==> config.mk <==
export PLATFORM = sky130hd
export DESIGN_NAME = sbr_drain_walker
export DESIGN_NICKNAME = d
export VERILOG_FILES = /design/src/rtl/sbr_drain_walker.sv
export SDC_FILE = /design/constraint.sdc
export NUM_CORES = 1
export LEC_CHECK = 0
export BUFFER_PORTS_ARGS = -buffer_cell sky130_fd_sc_hd__buf_2
export CAP_MARGIN = 40
export CORE_MARGIN = 2
export CORE_UTILIZATION = 49
export DETAILED_ROUTE_END_ITERATION = 7
export MAX_ROUTING_LAYER = met4
export PLACE_DENSITY_LB_ADDON = 0.2
export SYNTH_ARGS = -nofsm -noshare
export SYNTH_HDL_FRONTEND = slang
export SYNTH_SLANG_ARGS = --single-unit
==> constraint.sdc <==
create_clock -name clk -period 3.95 [get_ports clk]
set_input_delay 0.5925 -clock clk [delete_from_list [all_inputs] [get_ports clk]]
set_output_delay 0.5925 -clock clk [all_outputs]
set_load 0.01 [all_outputs]
==> src/rtl/sbr_drain_walker.sv <==
// sbr_drain_walker: sequential consumer of the SBR table.
//
// After start it repeatedly picks the critical bank, which is the SBR entry with the most
// requests, as reported by the table's combinational max search. It reads that entry and walks
// the entry's SRR chain from head to tail. Each SRR entry becomes one row command on a
// valid/ready issue port. Once the chain ends, the entry is retired by writing a zero request
// count, and the walk starts over. The drain finishes when the max search reports zero requests.
//
// Ports:
//   clk, rst_n                 clock, asynchronous active-low reset
//   start, abort               begin a drain (sampled in IDLE only) / abandon it from any state
//   busy, done, err            status; done is a 1-cycle pulse; err is sticky, cleared on start
//   banks_drained              entries retired in the current drain (wraps)
//   sbr_find_max_en            enables the table max search
//   sbr_max_addr/_requests     max search result
//   sbr_rd_addr, sbr_rd_*      SBR read port (registered data, 1-cycle latency)
//   sbr_upd_*                  SBR retire write
//   srr_rd_addr, srr_rd_*      SRR read port (registered data, 1-cycle latency)
//   iss_*                      row command issue handshake and fields
//
// Optional feature: define SBR_WALK_GUARD_EN to build the chain-length guard. The guard adds a
// rows_left counter, ends a chain early when the row count runs out, and flags disagreements
// between the row count and the chain's last marker on err. Without the guard, err is tied to 0.

`ifndef MAX_SBR_ENTRIES
`define MAX_SBR_ENTRIES 16
`endif
`ifndef SBR_ID_WIDTH
`define SBR_ID_WIDTH 4
`endif
`ifndef REQUEST_ID_WIDTH
`define REQUEST_ID_WIDTH 8
`endif
`ifndef SRR_ID_WIDTH
`define SRR_ID_WIDTH 6
`endif
`ifndef ROW_WIDTH
`define ROW_WIDTH 16
`endif
`ifndef BANK_GROUP_WIDTH
`define BANK_GROUP_WIDTH 2
`endif
`ifndef BANK_WIDTH
`define BANK_WIDTH 2
`endif

module sbr_drain_walker #(
   parameter int unsigned MAX_ENTRIES = `MAX_SBR_ENTRIES
) (
   input  logic                           clk,
   input  logic                           rst_n,
   input  logic                           start,
   input  logic                           abort,
   output logic                           busy,
   output logic                           done,
   output logic                           err,
   output logic [`SBR_ID_WIDTH-1:0]       banks_drained,
   output logic                           sbr_find_max_en,
   input  logic [`SBR_ID_WIDTH-1:0]       sbr_max_addr,
   input  logic [`REQUEST_ID_WIDTH-1:0]   sbr_max_requests,
   output logic [`SBR_ID_WIDTH-1:0]       sbr_rd_addr,
   input  logic [`BANK_GROUP_WIDTH-1:0]   sbr_rd_bank_group,
   input  logic [`BANK_WIDTH-1:0]         sbr_rd_bank,
   input  logic [`SRR_ID_WIDTH-1:0]       sbr_rd_row_count,
   input  logic [`SRR_ID_WIDTH-1:0]       sbr_rd_head_srr,
   input  logic [`SRR_ID_WIDTH-1:0]       sbr_rd_tail_srr,
   output logic                           sbr_upd_en,
   output logic [`SBR_ID_WIDTH-1:0]       sbr_upd_addr,
   output logic [`REQUEST_ID_WIDTH-1:0]   sbr_upd_total_requests,
   output logic [`SRR_ID_WIDTH-1:0]       sbr_upd_row_count,
   output logic [`SRR_ID_WIDTH-1:0]       sbr_upd_tail_srr,
   output logic [`SRR_ID_WIDTH-1:0]       srr_rd_addr,
   input  logic [`ROW_WIDTH-1:0]          srr_rd_row,
   input  logic [`REQUEST_ID_WIDTH-1:0]   srr_rd_count,
   input  logic [`SRR_ID_WIDTH-1:0]       srr_rd_next,
   input  logic                           srr_rd_last,
   output logic                           iss_valid,
   input  logic                           iss_ready,
   output logic [`BANK_GROUP_WIDTH-1:0]   iss_bank_group,
   output logic [`BANK_WIDTH-1:0]         iss_bank,
   output logic [`ROW_WIDTH-1:0]          iss_row,
   output logic [`REQUEST_ID_WIDTH-1:0]   iss_count,
   output logic                           iss_last_of_bank
);

   localparam int unsigned SbrW = `SBR_ID_WIDTH;
   localparam int unsigned ReqW = `REQUEST_ID_WIDTH;
   localparam int unsigned SrrW = `SRR_ID_WIDTH;
   localparam int unsigned RowW = `ROW_WIDTH;
   localparam int unsigned BgW  = `BANK_GROUP_WIDTH;
   localparam int unsigned BkW  = `BANK_WIDTH;

   // The SBR index must be able to address every table entry.
   if (MAX_ENTRIES > (2 ** SbrW)) begin : g_size_check
      $error("sbr_drain_walker: SBR_ID_WIDTH too narrow for MAX_ENTRIES");
   end

   typedef enum logic [3:0] {
      StIdle, StFind, StSbrRd, StSbrCap, StSrrRd, StSrrCap, StIssue, StRetire, StDone
   } state_e;

   state_e            state_q, state_d;
   logic [SbrW-1:0]   cur_sbr_q, cur_sbr_d;
   logic [BgW-1:0]    bg_q, bg_d;
   logic [BkW-1:0]    bank_q, bank_d;
   logic [SrrW-1:0]   tail_q, tail_d;
   logic [SrrW-1:0]   srr_addr_q, srr_addr_d;
   logic [RowW-1:0]   row_q, row_d;
   logic [ReqW-1:0]   cnt_q, cnt_d;
   logic [SrrW-1:0]   next_q, next_d;
   logic              last_q, last_d;
   logic [SbrW-1:0]   drained_q, drained_d;
`ifdef SBR_WALK_GUARD_EN
   logic [SrrW-1:0]   rows_left_q, rows_left_d;
   logic              err_q, err_d;
   logic              rows_end;
`else
   logic              unused_row_count;
   assign unused_row_count = ^sbr_rd_row_count;
`endif

   always_ff @(posedge clk or negedge rst_n) begin
      if (!rst_n) begin
         state_q     <= StIdle;
         cur_sbr_q   <= '0;
         bg_q        <= '0;
         bank_q      <= '0;
         tail_q      <= '0;
         srr_addr_q  <= '0;
         row_q       <= '0;
         cnt_q       <= '0;
         next_q      <= '0;
         last_q      <= 1'b0;
         drained_q   <= '0;
`ifdef SBR_WALK_GUARD_EN
         rows_left_q <= '0;
         err_q       <= 1'b0;
`endif
      end else begin
         state_q     <= state_d;
         cur_sbr_q   <= cur_sbr_d;
         bg_q        <= bg_d;
         bank_q      <= bank_d;
         tail_q      <= tail_d;
         srr_addr_q  <= srr_addr_d;
         row_q       <= row_d;
         cnt_q       <= cnt_d;
         next_q      <= next_d;
         last_q      <= last_d;
         drained_q   <= drained_d;
`ifdef SBR_WALK_GUARD_EN
         rows_left_q <= rows_left_d;
         err_q       <= err_d;
`endif
      end
   end

   always_comb begin
      state_d    = state_q;
      cur_sbr_d  = cur_sbr_q;
      bg_d       = bg_q;
      bank_d     = bank_q;
      tail_d     = tail_q;
      srr_addr_d = srr_addr_q;
      row_d      = row_q;
      cnt_d      = cnt_q;
      next_d     = next_q;
      last_d     = last_q;
      drained_d  = drained_q;
`ifdef SBR_WALK_GUARD_EN
      rows_left_d = rows_left_q;
      err_d       = err_q;
      rows_end    = (rows_left_q == SrrW'(1));
`endif

      // Abort wins over everything, including a same-cycle handshake or retire.
      if (abort && (state_q != StIdle)) begin
         state_d = StIdle;
      end else begin
         unique case (state_q)
            StIdle: begin
               if (start) begin
                  state_d   = StFind;
                  drained_d = '0;
`ifdef SBR_WALK_GUARD_EN
                  err_d     = 1'b0;
`endif
               end
            end
            StFind: begin
               if (sbr_max_requests == '0) begin
                  state_d = StDone;
               end else begin
                  cur_sbr_d = sbr_max_addr;
                  state_d   = StSbrRd;
               end
            end
            StSbrRd: state_d = StSbrCap;
            StSbrCap: begin
               bg_d       = sbr_rd_bank_group;
               bank_d     = sbr_rd_bank;
               tail_d     = sbr_rd_tail_srr;
               srr_addr_d = sbr_rd_head_srr;
               state_d    = StSrrRd;
`ifdef SBR_WALK_GUARD_EN
               rows_left_d = sbr_rd_row_count;
               if (sbr_rd_row_count == '0) begin
                  // An empty bank cannot be walked; flag it and retire straight away.
                  err_d   = 1'b1;
                  state_d = StRetire;
               end
`endif
            end
            StSrrRd: state_d = StSrrCap;
            StSrrCap: begin
               row_d   = srr_rd_row;
               cnt_d   = srr_rd_count;
               next_d  = srr_rd_next;
               state_d = StIssue;
`ifdef SBR_WALK_GUARD_EN
               last_d = srr_rd_last | rows_end;
               if (srr_rd_last != rows_end) begin
                  err_d = 1'b1;
               end
`else
               last_d = srr_rd_last;
`endif
            end
            StIssue: begin
               if (iss_ready) begin
                  if (last_q) begin
                     state_d = StRetire;
                  end else begin
                     srr_addr_d = next_q;
                     state_d    = StSrrRd;
`ifdef SBR_WALK_GUARD_EN
                     rows_left_d = rows_left_q - SrrW'(1);
`endif
                  end
               end
            end
            StRetire: begin
               drained_d = drained_q + SbrW'(1);
               state_d   = StFind;
            end
            StDone:  state_d = StIdle;
            default: state_d = StIdle;
         endcase
      end

      busy                   = (state_q != StIdle);
      done                   = (state_q == StDone);
      sbr_find_max_en        = (state_q == StFind);
      sbr_upd_en             = (state_q == StRetire) && !abort;
      iss_valid              = (state_q == StIssue);
      banks_drained          = drained_q;
      sbr_rd_addr            = cur_sbr_q;
      sbr_upd_addr           = cur_sbr_q;
      sbr_upd_total_requests = '0;
      sbr_upd_row_count      = '0;
      sbr_upd_tail_srr       = tail_q;
      srr_rd_addr            = srr_addr_q;
      iss_bank_group         = bg_q;
      iss_bank               = bank_q;
      iss_row                = row_q;
      iss_count              = cnt_q;
      iss_last_of_bank       = last_q;
`ifdef SBR_WALK_GUARD_EN
      err                    = err_q;
`else
      err                    = 1'b0;
`endif
   end

endmodule
## After elaboration in Yosys (flattened, before gate mapping)

Cells that the tools add are included.

- Input port bits: 70
- Register bits: 59

- Add/sub/neg operators: 1
- Reductions and logical operators: 14
- Bitwise operators: 2
- Multiplexer cells: 11
- Eq/ne operators: 13

Operators by type and width:

| operator | number |
|---|---|
| 4-bit case mux with 8 select lines | 1 |
| 4-bit two-way mux | 5 |
| 4-bit by 3-bit == test with 1-bit output, second input constant | 4 |
| 6-bit two-way mux | 2 |
| 6-bit case mux with 2 select lines | 1 |
| 4-bit by 2-bit == test with 1-bit output, second input constant | 2 |
| 8-bit zero test | 1 |
| 4-bit case mux with 2 select lines | 1 |
| 2-bit AND reduction | 3 |
| 3-bit AND reduction | 2 |
| 4-bit by 1-bit adder with 4-bit output, second input constant | 1 |
| 4-bit by 1-bit == test with 1-bit output, second input constant | 1 |
| 4-bit == test, second input constant | 1 |
| 4-bit zero test | 1 |
| 2-bit != test, second input constant | 2 |
| 4-bit AND reduction | 1 |
| 2-bit nonzero test | 2 |
| 4-bit nonzero test | 1 |
| 3-bit by 1-bit != test with 1-bit output, second input constant | 1 |
| 3-bit != test, second input constant | 1 |
| 1-bit logical AND | 2 |
| 2-bit two-way mux | 1 |
| 2-bit by 1-bit != test with 1-bit output, second input constant | 1 |
| 1-bit NOT | 2 |
| 1-bit zero test | 1 |

## Logic depth before layout (Yosys ltp)

- Word-level depth: 4
- Gate-level depth with buffers: 6

## Least setup slack after synthesis

OpenSTA, ideal clock, no wires.

- Path type: input-to-reg
- From: input port abort
- To: register bank_q[0] (netlist: iss_bank[0])
- Data required time: 3.825 ns
- Path slack: 2.066 ns
- Cell stages on the path: 4
- Data arrival time: 1.758 ns
- Cells stage by stage: clkbuf_1 > or4_4 > buf_6 > mux2_4

- Word-level cells in the longest chain between the ends: 3

Ends and longest elaborated chain:

| what | RTL line | text |
|---|---|---|
| start, declared | 53 | `input logic abort,` |
| 1-bit logical AND | 177 | `if (abort && (state_q != StIdle)) begin` |
| 1-bit NOT (no source line) | - |  |
| 2-bit AND reduction (no source line) | - |  |
| end signal, assigned | 143 | `bank_q <= bank_d;` |
| end, declared | 105 | `logic [BkW-1:0] bank_q, bank_d;` |

No other way between the ends.
A chain may end at the register's enable or synchronous reset.

## Final worst setup path

- From: register state_q[2]
- To: output port iss_valid

- Word-level cells in the longest chain between the ends: 1

Ends and longest elaborated chain:

| what | RTL line | text |
|---|---|---|
| start, declared | 102 | `state_e state_q, state_d;` |
| start signal, assigned | 124 | `state_q <= StIdle;` |
| start signal, assigned | 140 | `state_q <= state_d;` |
| 4-bit by 3-bit == test with 1-bit output | 255 | `iss_valid = (state_q == StIssue);` |
| end, declared | 77 | `output logic iss_valid,` |

No other way between the ends.

==> reports/metrics.cfg <==
[logic_synthesis]
ys_warn_count = 0
synth_mux_area_share_pct = 22.0
ys_seq_area_share_pct = 53.7
synth_top_family_by_area = multiplexers
synth_seq_cells = 59
synth_area_per_cell_um2 = 13.3
synth_fa_ha_area_share_pct = 0.455
yosysUniqueCellTypes = 41
synthSimpleGateAreaFrac_pct = 9.37
synth_cells = 207
netlist_area_um2 = 2750
synth_compound_area_share_pct = 5.10
synth_xor_area_share_pct = 0.955

[power_and_ir_drop]
clkPwrFrac_pct = 23.4
seq_power_share_pct = 41.4
comb_power_share_pct = 35.3
vdd_drop_max_mv = 0.359
power.density_nw_per_um2 = 699
p_leak_nw = 1.85
switching_share_pct = 31.9
finalPower_mw = 2.47
internal_power_mw = 1.68
power.switching_mw = 0.787

[clocking]
cts_resized = 0
clockRootBuffer = clkbuf_8
postCtsSetupBuffers = 0
clock_latency_ns = 0.33
cts_tree = yes
path_clk_slew_ns = 0.06
clock_path_buffers = 2
cts.sinks = 59
htree_levels = 3
cts_hold_buf = 0
cts_buffers = 9

[floorplanning]
die_area_um2 = 6230
start_util_pct = 50.3
die_x_um = 78.9
core_um2 = 5470
pin_count = 143
die_h_um = 78.9
rows = 27

[sta]
worstMarginPinSlew_ns = 0.784
holdWs_ns = 0.263
max_freq_mhz = 381
setup_viol = 0
slew_headroom_pct = 47.5
fin_setup_tns_ns = 0
rsz0062_at_grt = no
skew_ns = 0.00671
hold_viol = 0
finalMaxSlewViolations = 0
fin_crit_sh_pct = 66.5
period_needed_ns = 2.63

[cells_and_area]
nets = 398
fin_util_pct = 64.5
area_delta_synth_final_pct = 28.3
fill_cells = 468
multiInputGateArea_um2 = 1100
layout-drive-gt1-share_pct = 57.4
register_area_um2 = 1480
num_antenna_cells = 0
final_area_um2 = 3530

[worst_setup_path]
start_kind = register
crit_fanout = 15
crit_buf_inv = 2
max_stage_delay_ns = 0.67
cpLargestDelayFamily = simple AND/OR/NAND/NOR gates
crit_type = reg -> out
crit_arrival_ns = 2.03
required_ns = 3.36
worstPathCellList = nor4bb_2 > buf_4 > buf_2
cp-end-kind = output port
critPathSlowestCell = nor4bb_2

[place]
place_area_um2 = 3320
dpl.hpwl_um = 3990
io_buffers = 121
routabilityCongestion = 0.808

[global_route]
grt_pass1_vias = 1880
grt_overflow = 0
grt_pass1_wl_um = 8770
track_usage_pct = 18.9
grt_max_degree = 35
antenna_found_initial = 0

[detailed_routing]
drtAntennaViolNets = 0
drc = 0
drt_first_pass_iters = 4
routed_wl_um = 5410
avgViaCountPerCell = 4.77
dr.first_iter.drc_count = 97
vias = 1923
wl_per_cell_um = 13.4

[outcome]
status = completed

[worst_hold_path]
hp-class = in -> async

[job]
cap_violations = 0

==> synth_stat cells <==
library cell | number | area (um2)
nor3_1 | 1 | 5.00
nor4_4 | 1 | 21.3
a21bo_2 | 1 | 10.0
ha_1 | 1 | 12.5
mux2_1 | 2 | 22.5
mux2_4 | 10 | 150
or4b_1 | 1 | 10.0
nor4b_1 | 1 | 8.76
nand2_1 | 9 | 33.8
a21oi_1 | 6 | 30.0
nand3_1 | 2 | 10.0
o21ai_0 | 9 | 45.0
mux2i_1 | 6 | 60.1
nor4_2 | 1 | 12.5
and4b_1 | 1 | 10.0
clkbuf_1 | 2 | 7.51
nor2_1 | 4 | 15.0
nor2b_1 | 2 | 12.5
and3b_1 | 1 | 8.76
o211ai_1 | 1 | 7.51
nor4bb_1 | 2 | 20.0
nor4b_2 | 1 | 15.0
a31oi_1 | 1 | 6.26
o21a_1 | 1 | 7.51
nand2_4 | 1 | 11.3
conb_1 | 1 | 3.75
a21oi_4 | 1 | 16.3
a311oi_1 | 1 | 8.76
nor4_1 | 3 | 18.8
or4_4 | 1 | 11.3
xor2_1 | 1 | 8.76
buf_2 | 3 | 15.0
dfrtp_1 | 59 | 1480
mux2_2 | 33 | 372
buf_6 | 2 | 22.5
a211o_1 | 1 | 8.76
nand2b_1 | 4 | 25.0
xnor2_1 | 2 | 17.5
inv_1 | 3 | 11.3
buf_4 | 23 | 173
nand4b_1 | 1 | 8.76
==> layer usage <==
layer | track usage [%] | wire, um | vias up
li1 | - | - | 936
met1 | 23.5 | 2350 | 898
met2 | 28.5 | 2540 | 80
met3 | 5.91 | 434 | 9
met4 | 8.79 | 83 | 0
met5 | - | 0 | -
==> cells by family (layout without fill, tap and decap cells) <==
group	Yosys count	count (layout)
xor gates and xnor gates	3	3
and+or+nand+nor	37	37
buffers and inverters	33	143
DFF	59	59
adders and majority gates	1	1
other	1	15
AOI/OAI and AO/OA	22	22
muxes	51	51
==> power groups by stage <==
stage	Sequential, mW	Combinational (mW)	Clock, mW
5_1_grt	1.06	0.948	0.620
4_1_cts	1.03	0.888	0.593
6_report	1.02	0.870	0.577
3_3_place_gp	1.02	0.866	0
3_5_place_dp	1.03	0.883	0
2_1_floorplan	1.11	0.486	0
==> registers in the layout (all words and copies together) (netlist names) <==
name              flops
iss_bank_group        2
iss_bank              2
sbr_upd_tail_srr      6
state_q               4
srr_rd_addr           6
banks_drained         4
sbr_rd_addr           4
iss_count             8
iss_row              16
next_q                6
iss_last_of_bank      1
==> placed cells by master (no fill, tap or decap), drive strengths merged <==
master    n
buf     125
o21a      1
and3b     1
a21oi     7
nand3     2
o21ai     9
clkbuf   14
nor4      5
nor4bb    2
conb     15
nand2    10
nor3      1
nand4b    1
a31oi     1
nor4b     2
a211o     1
and4b     1
xor2      1
a21bo     1
nor2      4
xnor2     2
mux2i     6
dfrtp    59
o211ai    1
nand2b    4
bufinv    1
nor2b     2
mux2     45
or4b      1
ha        1
inv       3
or4       1
a311oi    1
==> path summary, 6_finish.rpt <==
| check | depth (start not counted) | endpoint | from | slack, ns |
|---|---|---|---|---|
| min | 1 | banks_drained[0] | rst_n | 0.26 |
| max | 3 | iss_valid | state_q[2] | 1.32 |
| max reg2reg | 5 | state_q[1] | state_q[2] | 1.78 |
| min reg2reg | 2 | srr_rd_addr[0] | srr_rd_addr[0] | 0.48 |
| min in group clk | 2 | banks_drained[3] | start | 0.47 |
| max in group asynchronous | 2 | banks_drained[3] | rst_n | 2.84 |
==> final cells by class <==
type | count | share of cell area (%)
multi-input combinational | 129 | 31.3
clock inverter | 1 | 0.851
timing repair buffer | 125 | 18.0
inverter | 3 | 0.319
tap | 72 | 2.55
clock buffer | 14 | 5.18
sequential | 59 | 41.8
==> worst reg2reg max path, cell delays in order, from the launching register on <==
cell and delay (ns):
dfrtp_1 0.63, nor4bb_2 0.67, buf_4 0.26, nor2b_1 0.22
a211o_1 0.17, o21ai_0 0.09
==> stage by stage <==
| step | worst slack [ns] | instances |
|---|---|---|
| floorplan | 2.07 | 221 |
| global placement | 1.65 | 388 |
| detailed placement | 1.65 | 388 |
| CTS | 1.29 | 403 |
| global route | 1.17 | 403 |
| finish | 1.32 | 403 |
No activity file was read; power rests on OpenSTA's default activity.
